### src/rtl/serial_word_deserializer_if.sv
// Serial link plus parallel word handshake for serial_word_deserializer.
//   Serial side  : Serial_Valid_In, Serial_Data_In, Frame_Start_In (transmitter -> receiver)
//   Parallel side: Parallel_Data_Out, Parallel_Valid_Out (receiver -> consumer),
//                  Parallel_Ready_In (consumer -> receiver)
// Handshake: a word transfers on any rising edge where Parallel_Valid_Out=1 and
// Parallel_Ready_In=1; Parallel_Data_Out is stable while valid is high and
// no transfer occurs. Serial_Valid_In qualifies Serial_Data_In/Frame_Start_In
// in the same cycle; there is no back-pressure on the serial side.
// slave modport = receiver (the deserializer); master modport = its environment.
interface serial_word_deserializer_if #(
  parameter int DATA_WIDTH = 4
);
  logic                  Serial_Valid_In;
  logic                  Serial_Data_In;
  logic                  Frame_Start_In;
  logic                  Parallel_Ready_In;
  logic [DATA_WIDTH-1:0] Parallel_Data_Out;
  logic                  Parallel_Valid_Out;

  modport slave (
    input  Serial_Valid_In,
    input  Serial_Data_In,
    input  Frame_Start_In,
    input  Parallel_Ready_In,
    output Parallel_Data_Out,
    output Parallel_Valid_Out
  );

  modport master (
    output Serial_Valid_In,
    output Serial_Data_In,
    output Frame_Start_In,
    output Parallel_Ready_In,
    input  Parallel_Data_Out,
    input  Parallel_Valid_Out
  );
endinterface

### src/rtl/serial_word_deserializer.sv
// Framed serial-to-parallel receiver with a one-word holding register.
// Ports:
//   Clk_In            rising-edge clock
//   Reset_N_In        asynchronous active-low reset
//   Enable_In         0 freezes all state (handshake and error clear included)
//   Clear_Error_In    synchronous clear of Overrun_Error_Out (set wins)
//   bus               serial input + parallel valid/ready output (slave modport)
//   Busy_Out          a word is partially received (state SHIFT)
//   Overrun_Error_Out sticky: a completed word was dropped
//   Dbg_State_Out     FSM state (0 = IDLE, 1 = SHIFT)
module serial_word_deserializer #(
  parameter int DATA_WIDTH = 4,
  parameter bit MSB_FIRST  = 1'b1
) (
  input  logic Clk_In,
  input  logic Reset_N_In,
  input  logic Enable_In,
  input  logic Clear_Error_In,
  serial_word_deserializer_if.slave bus,
  output logic Busy_Out,
  output logic Overrun_Error_Out,
  output logic Dbg_State_Out
);

  localparam int CW = $clog2(DATA_WIDTH + 1);

  typedef enum logic {IDLE = 1'b0, SHIFT = 1'b1} state_t;

  state_t                state;
  logic [CW-1:0]         count;
  logic [DATA_WIDTH-1:0] sr;
  logic [DATA_WIDTH-1:0] shifted;   // sr with the current bit appended
  logic [DATA_WIDTH-1:0] fresh;     // register holding only a new bit 0
  logic                  complete;
  logic                  can_load;
  logic                  overrun;
  logic                  xfer;

  always_comb begin
    shifted = sr;
    fresh   = '0;
    if (MSB_FIRST) begin
      shifted = {sr[DATA_WIDTH-2:0], bus.Serial_Data_In};
      fresh   = {{(DATA_WIDTH-1){1'b0}}, bus.Serial_Data_In};
    end else begin
      shifted = {bus.Serial_Data_In, sr[DATA_WIDTH-1:1]};
      fresh   = {bus.Serial_Data_In, {(DATA_WIDTH-1){1'b0}}};
    end
  end

  // A frame start on what would be the last bit is a restart, not a completion.
  assign complete = (state == SHIFT) && bus.Serial_Valid_In && !bus.Frame_Start_In &&
                    (count == CW'(DATA_WIDTH - 1));
  assign xfer     = bus.Parallel_Valid_Out && bus.Parallel_Ready_In;
  // A held word being consumed on this edge frees the slot for the new word.
  assign can_load = !bus.Parallel_Valid_Out || bus.Parallel_Ready_In;
  assign overrun  = complete && !can_load;

  always_ff @(posedge Clk_In or negedge Reset_N_In) begin
    if (!Reset_N_In) begin
      state                  <= IDLE;
      count                  <= '0;
      sr                     <= '0;
      bus.Parallel_Data_Out  <= '0;
      bus.Parallel_Valid_Out <= 1'b0;
      Busy_Out               <= 1'b0;
      Overrun_Error_Out      <= 1'b0;
    end else if (Enable_In) begin
      if (xfer) begin
        bus.Parallel_Valid_Out <= 1'b0;
      end
      if (bus.Serial_Valid_In) begin
        if (bus.Frame_Start_In) begin
          sr       <= fresh;
          count    <= CW'(1);
          state    <= SHIFT;
          Busy_Out <= 1'b1;
        end else if (state == SHIFT) begin
          sr <= shifted;
          if (complete) begin
            count    <= '0;
            state    <= IDLE;
            Busy_Out <= 1'b0;
            if (can_load) begin
              bus.Parallel_Data_Out  <= shifted;
              bus.Parallel_Valid_Out <= 1'b1;
            end
          end else begin
            count <= count + CW'(1);
          end
        end
      end
      Overrun_Error_Out <= overrun | (Overrun_Error_Out & ~Clear_Error_In);
    end
  end

  assign Dbg_State_Out = state;

endmodule

### src/flat_wrapper.sv
// flat-port wrapper written by rule: the top's interface ports become plain ports
module serial_word_deserializer_flat 
#(
  parameter int DATA_WIDTH = 4,
  parameter bit MSB_FIRST  = 1'b1
)
  (Clk_In, Reset_N_In, Enable_In, Clear_Error_In, Busy_Out, Overrun_Error_Out, Dbg_State_Out, bus_Serial_Valid_In, bus_Serial_Data_In, bus_Frame_Start_In, bus_Parallel_Ready_In, bus_Parallel_Data_Out, bus_Parallel_Valid_Out);
  serial_word_deserializer_if #(.DATA_WIDTH(DATA_WIDTH)) bus_i ();
  input  logic Clk_In;
  input  logic Reset_N_In;
  input  logic Enable_In;
  input  logic Clear_Error_In;
  output logic Busy_Out;
  output logic Overrun_Error_Out;
  output logic Dbg_State_Out;
  input wire logic [$bits(bus_i.Serial_Valid_In)-1:0] bus_Serial_Valid_In;
  input wire logic [$bits(bus_i.Serial_Data_In)-1:0] bus_Serial_Data_In;
  input wire logic [$bits(bus_i.Frame_Start_In)-1:0] bus_Frame_Start_In;
  input wire logic [$bits(bus_i.Parallel_Ready_In)-1:0] bus_Parallel_Ready_In;
  output wire logic [$bits(bus_i.Parallel_Data_Out)-1:0] bus_Parallel_Data_Out;
  output wire logic [$bits(bus_i.Parallel_Valid_Out)-1:0] bus_Parallel_Valid_Out;
  assign bus_i.Serial_Valid_In = bus_Serial_Valid_In;
  assign bus_i.Serial_Data_In = bus_Serial_Data_In;
  assign bus_i.Frame_Start_In = bus_Frame_Start_In;
  assign bus_i.Parallel_Ready_In = bus_Parallel_Ready_In;
  assign bus_Parallel_Data_Out = bus_i.Parallel_Data_Out;
  assign bus_Parallel_Valid_Out = bus_i.Parallel_Valid_Out;
  serial_word_deserializer #(.DATA_WIDTH(DATA_WIDTH), .MSB_FIRST(MSB_FIRST)) u_core (.Clk_In(Clk_In), .Reset_N_In(Reset_N_In), .Enable_In(Enable_In), .Clear_Error_In(Clear_Error_In), .bus(bus_i), .Busy_Out(Busy_Out), .Overrun_Error_Out(Overrun_Error_Out), .Dbg_State_Out(Dbg_State_Out));
endmodule
### config.mk
export PLATFORM = sky130hd
export DESIGN_NAME = serial_word_deserializer_flat
export DESIGN_NICKNAME = d
export VERILOG_FILES = /design/src/rtl/serial_word_deserializer_if.sv /design/src/rtl/serial_word_deserializer.sv /design/src/flat_wrapper.sv
export SDC_FILE = /design/constraint.sdc
export NUM_CORES = 1
export LEC_CHECK = 0
export ABC_AREA = 1
export CORE_ASPECT_RATIO = 1.75
export CORE_MARGIN = 2
export CORE_UTILIZATION = 25
export DETAILED_ROUTE_END_ITERATION = 7
export GPL_ROUTABILITY_DRIVEN = 0
export PLACE_DENSITY = 0.46
export SYNTH_ARGS = -nofsm -noshare
export SYNTH_HDL_FRONTEND = slang
export SYNTH_SLANG_ARGS = --single-unit
### constraint.sdc
create_clock -name Clk_In -period 1.1 [get_ports Clk_In]
set_input_delay 0.33 -clock Clk_In [delete_from_list [all_inputs] [get_ports Clk_In]]
set_output_delay 0.33 -clock Clk_In [all_outputs]
set_load 0.005 [all_outputs]
==> metrics <==
Rows=25; number of CTS-inserted buffers=3; leak pwr=roughly 0.56 nW; worst min-delay path class=in2async; effective utilization at floorplan=0.257; Detailed Place HPWL=1130 um; sequential share of power=0.407; type of origin of the critical path=flop; pin count of the biggest net entering global routing=15; design internal power=roughly 1.1 mW; number of placed I/O pins=16; Detailed Routing Iterations Pass 1=4; number of warnings printed during yosys synthesis=0; Critical Path RT=roughly 0.77 ns; setup violation total in the final timing report=3; core area=around 2700 sq um; All-Layer GR Usage=0.120; clock period minus worst slack=1.11 ns; sequential fraction of the synthesis area=0.513; PortBufs=15; Clock transition at path regs=roughly 0.060 ns; CTS tree=yes; # Max-Cap Violations=0; GRT overflow=0; net switching fraction of the power=0.290; Clk network pwr share=0.330; Max stage delay on crit path=0.39 ns; cell chain of the critical path=buf_2; H-tree depth=1; flop and latch count out of synthesis=14; Area growth, synth to finish=52.7%; total number of vias=about 620; die height=about 73 um; Gate Count Post-Synth=81; worst skew pair latency=roughly 0.26 ns; worst slew pin tran=between 0.2 and 0.25 ns; Unique masters post-synth=15; summed negative setup slack over all endpoints=-0.0149 ns; delay-heaviest family, CP=flip-flops; highest-count cells in the layout ignoring fill and taps=sky130_fd_sc_hd__nand2_1 (28), sky130_fd_sc_hd__dfrtp_1 (14), sky130_fd_sc_hd__buf_4 (12); horizontal die dimension=about 44 um; failing checks=setup timing; maximum count of clock buffers along a single path=2; post-synthesis cell area=between 600 and 700 sq um; violation count after the first detailed-routing iteration=6; number of buffers and inverters on the critical path=1; antenna viol nets, final=0; status=complete, but fails checks; Post-CTS Hold Buffers=0; RSZ-0062 raised after global routing=yes; max-slew violation count=0; fraction of layout instances using a drive strength above 1=0.351; library cell contributing the largest single delay on the critical path=sky130_fd_sc_hd__dfrtp_1; worst-case clock skew=roughly 0.0030 ns; number of nets in the final layout=around 120; most frequent standard cell in the layout excluding fill and tap cells=sky130_fd_sc_hd__nand2_1; Power Total=1.59 mW; Final Hold Fails=0; die footprint=3180 sq um; final cycle utilization of the critical path=1.01; maximum vdd drop=around 0.00071 V; net count after synthesis=90; part of the total power dissipated in combinational logic=0.263; clock root buffer=sky130_fd_sc_hd__clkbuf_8; critical path fanouts, max=2; antenna violations before repair=0; antenna cells=0; arrival time at the worst endpoint=a little under 0.8 ns; max-slew headroom at the worst pin=0.849; worst setup slack after layout=-0.00867 ns; peak clock frequency supported by timing=between 900 and 1000 MHz; first-pass GRT wire length=around 2700 um; average cell area after synthesis=between 8 and 9 sq um; type of element capturing the critical path=output port; wire per inst=roughly 11 um; via count of the first global-routing pass=slightly below 700; detail-routed via count per cell=4.37; post-detailed-route DRC marker count=0; Cell Pwr Density=between 1500 and 2000 nW/um^2; Net Sw Power=462 uW; clk sink count=14; wire length after detailed routing=around 1500 um; critical path type=reg2out
## metrics by stage
stage / instance area, sq um / setup slack, ns / hold slack, ns / std cells / util
CTS: 1010 / -0.0183 / 0.395 / 138 / 0.380
finish: 1040 / -0.00867 / 0.394 / 141 / 0.392
global route: 1040 / -0.0989 / 0.415 / 141 / 0.392
detailed placement: 932 / -0.448 / 0.464 / 130 / 0.351
global placement: 932 / -0.427 / 0.466 / 130 / 0.351
floorplan: 683 / 0.00517 / 0.0344 / 81 / -
## worst reg2reg max path: stages (launching register included)
cell and delay (ns):
sky130_fd_sc_hd__dfrtp_1 0.40, sky130_fd_sc_hd__ha_4 0.16, sky130_fd_sc_hd__nand2_4 0.05, sky130_fd_sc_hd__nor2_4 0.16
sky130_fd_sc_hd__nand2_2 0.10, sky130_fd_sc_hd__nand2_1 0.07, sky130_fd_sc_hd__nand2_1 0.05
## cell families (layout without fill, tap and decap cells)
family | count (synthesis) | count (layout) | share of synthesized area
AO/OA/AOI/OAI | 5 | 5 | 0.0458
adder cells (fa/ha/maj) | 1 | 1 | 0.0183
buffers and inverters | 11 | 44 | 0.0604
flip-flops | 14 | 14 | 0.513
AND/OR/NAND/NOR | 50 | 50 | 0.363
## final cells by class
type,instances,area [sq um]
timing repair buffer,29,226
clock buffer,4,55.1
tap,27,33.8
sequential,14,350
inverter,11,41.3
fill,275,1620
multi-input combinational,56,337
## power groups by stage
stage | combinational (mW) | sequential [mW] | clock, mW
2_1_floorplan | 0.179 | 0.647 | 0
3_3_place_gp | 0.363 | 0.644 | 0
3_5_place_dp | 0.365 | 0.649 | 0
4_1_cts | 0.407 | 0.646 | 0.544
5_1_grt | 0.479 | 0.657 | 0.555
6_report | 0.418 | 0.648 | 0.525
## sequential cells by signal (all words and copies together), names as in the netlist
name and count:
u_core.Busy_Out 1, u_core.Dbg_State_Out 1, u_core.Overrun_Error_Out 1, u_core.bus.Parallel_Data_Out 4, u_core.bus.Parallel_Valid_Out 1, u_core.count 3, u_core.sr 3
## final timing paths
| check | depth (start not counted) | end | slack (ns) | startpoint |
|---|---|---|---|---|
| max in group asynchronous | 2 | u_core.bus.Parallel_Valid_Out | 0.59 | Reset_N_In |
| setup reg to reg | 6 | u_core.bus.Parallel_Data_Out[2] | 0 | u_core.count[1] |
| hold reg to reg | 2 | u_core.sr[2] | 0.50 | u_core.sr[2] |
| setup / recovery | 1 | Busy_Out | -0.009 | u_core.Busy_Out |
| hold / removal | 2 | u_core.sr[0] | 0.39 | Reset_N_In |
| min in group Clk_In | 2 | u_core.sr[2] | 0.50 | u_core.sr[2] |
## synth_stat cells
cell | instances | area, sq um
sky130_fd_sc_hd__nand2_4 | 2 | 22.5
sky130_fd_sc_hd__o21ai_0 | 1 | 5.00
sky130_fd_sc_hd__o21bai_1 | 2 | 15.0
sky130_fd_sc_hd__nor2_8 | 1 | 20.0
sky130_fd_sc_hd__inv_2 | 2 | 7.51
sky130_fd_sc_hd__o22ai_1 | 1 | 6.26
sky130_fd_sc_hd__dfrtp_1 | 14 | 350
sky130_fd_sc_hd__o21ai_1 | 1 | 5.00
sky130_fd_sc_hd__ha_1 | 1 | 12.5
sky130_fd_sc_hd__nand2_1 | 30 | 113
sky130_fd_sc_hd__nand2_2 | 1 | 6.26
sky130_fd_sc_hd__inv_1 | 9 | 33.8
sky130_fd_sc_hd__nor2_1 | 5 | 18.8
sky130_fd_sc_hd__nand3_1 | 9 | 45.0
sky130_fd_sc_hd__nor2_4 | 2 | 22.5
## layer usage
metal / part of all wire / global-route usage / vias up
met4: 0.046 / 0.111 / 0
li1: - / - / 317
met1: 0.37 / 0.113 / 280
met5: 0 / 0 / -
met2: 0.55 / 0.214 / 14
met3: 0.038 / 0.0149 / 5
## repair_timing
action | in CTS | in global routing
setup buffers | 4 | 3
resized for setup | 44 | 3
endpoints found under the setup margin | 22 | 16
pin swaps | 6 | 1
No activity file was read; power rests on OpenSTA's default activity.
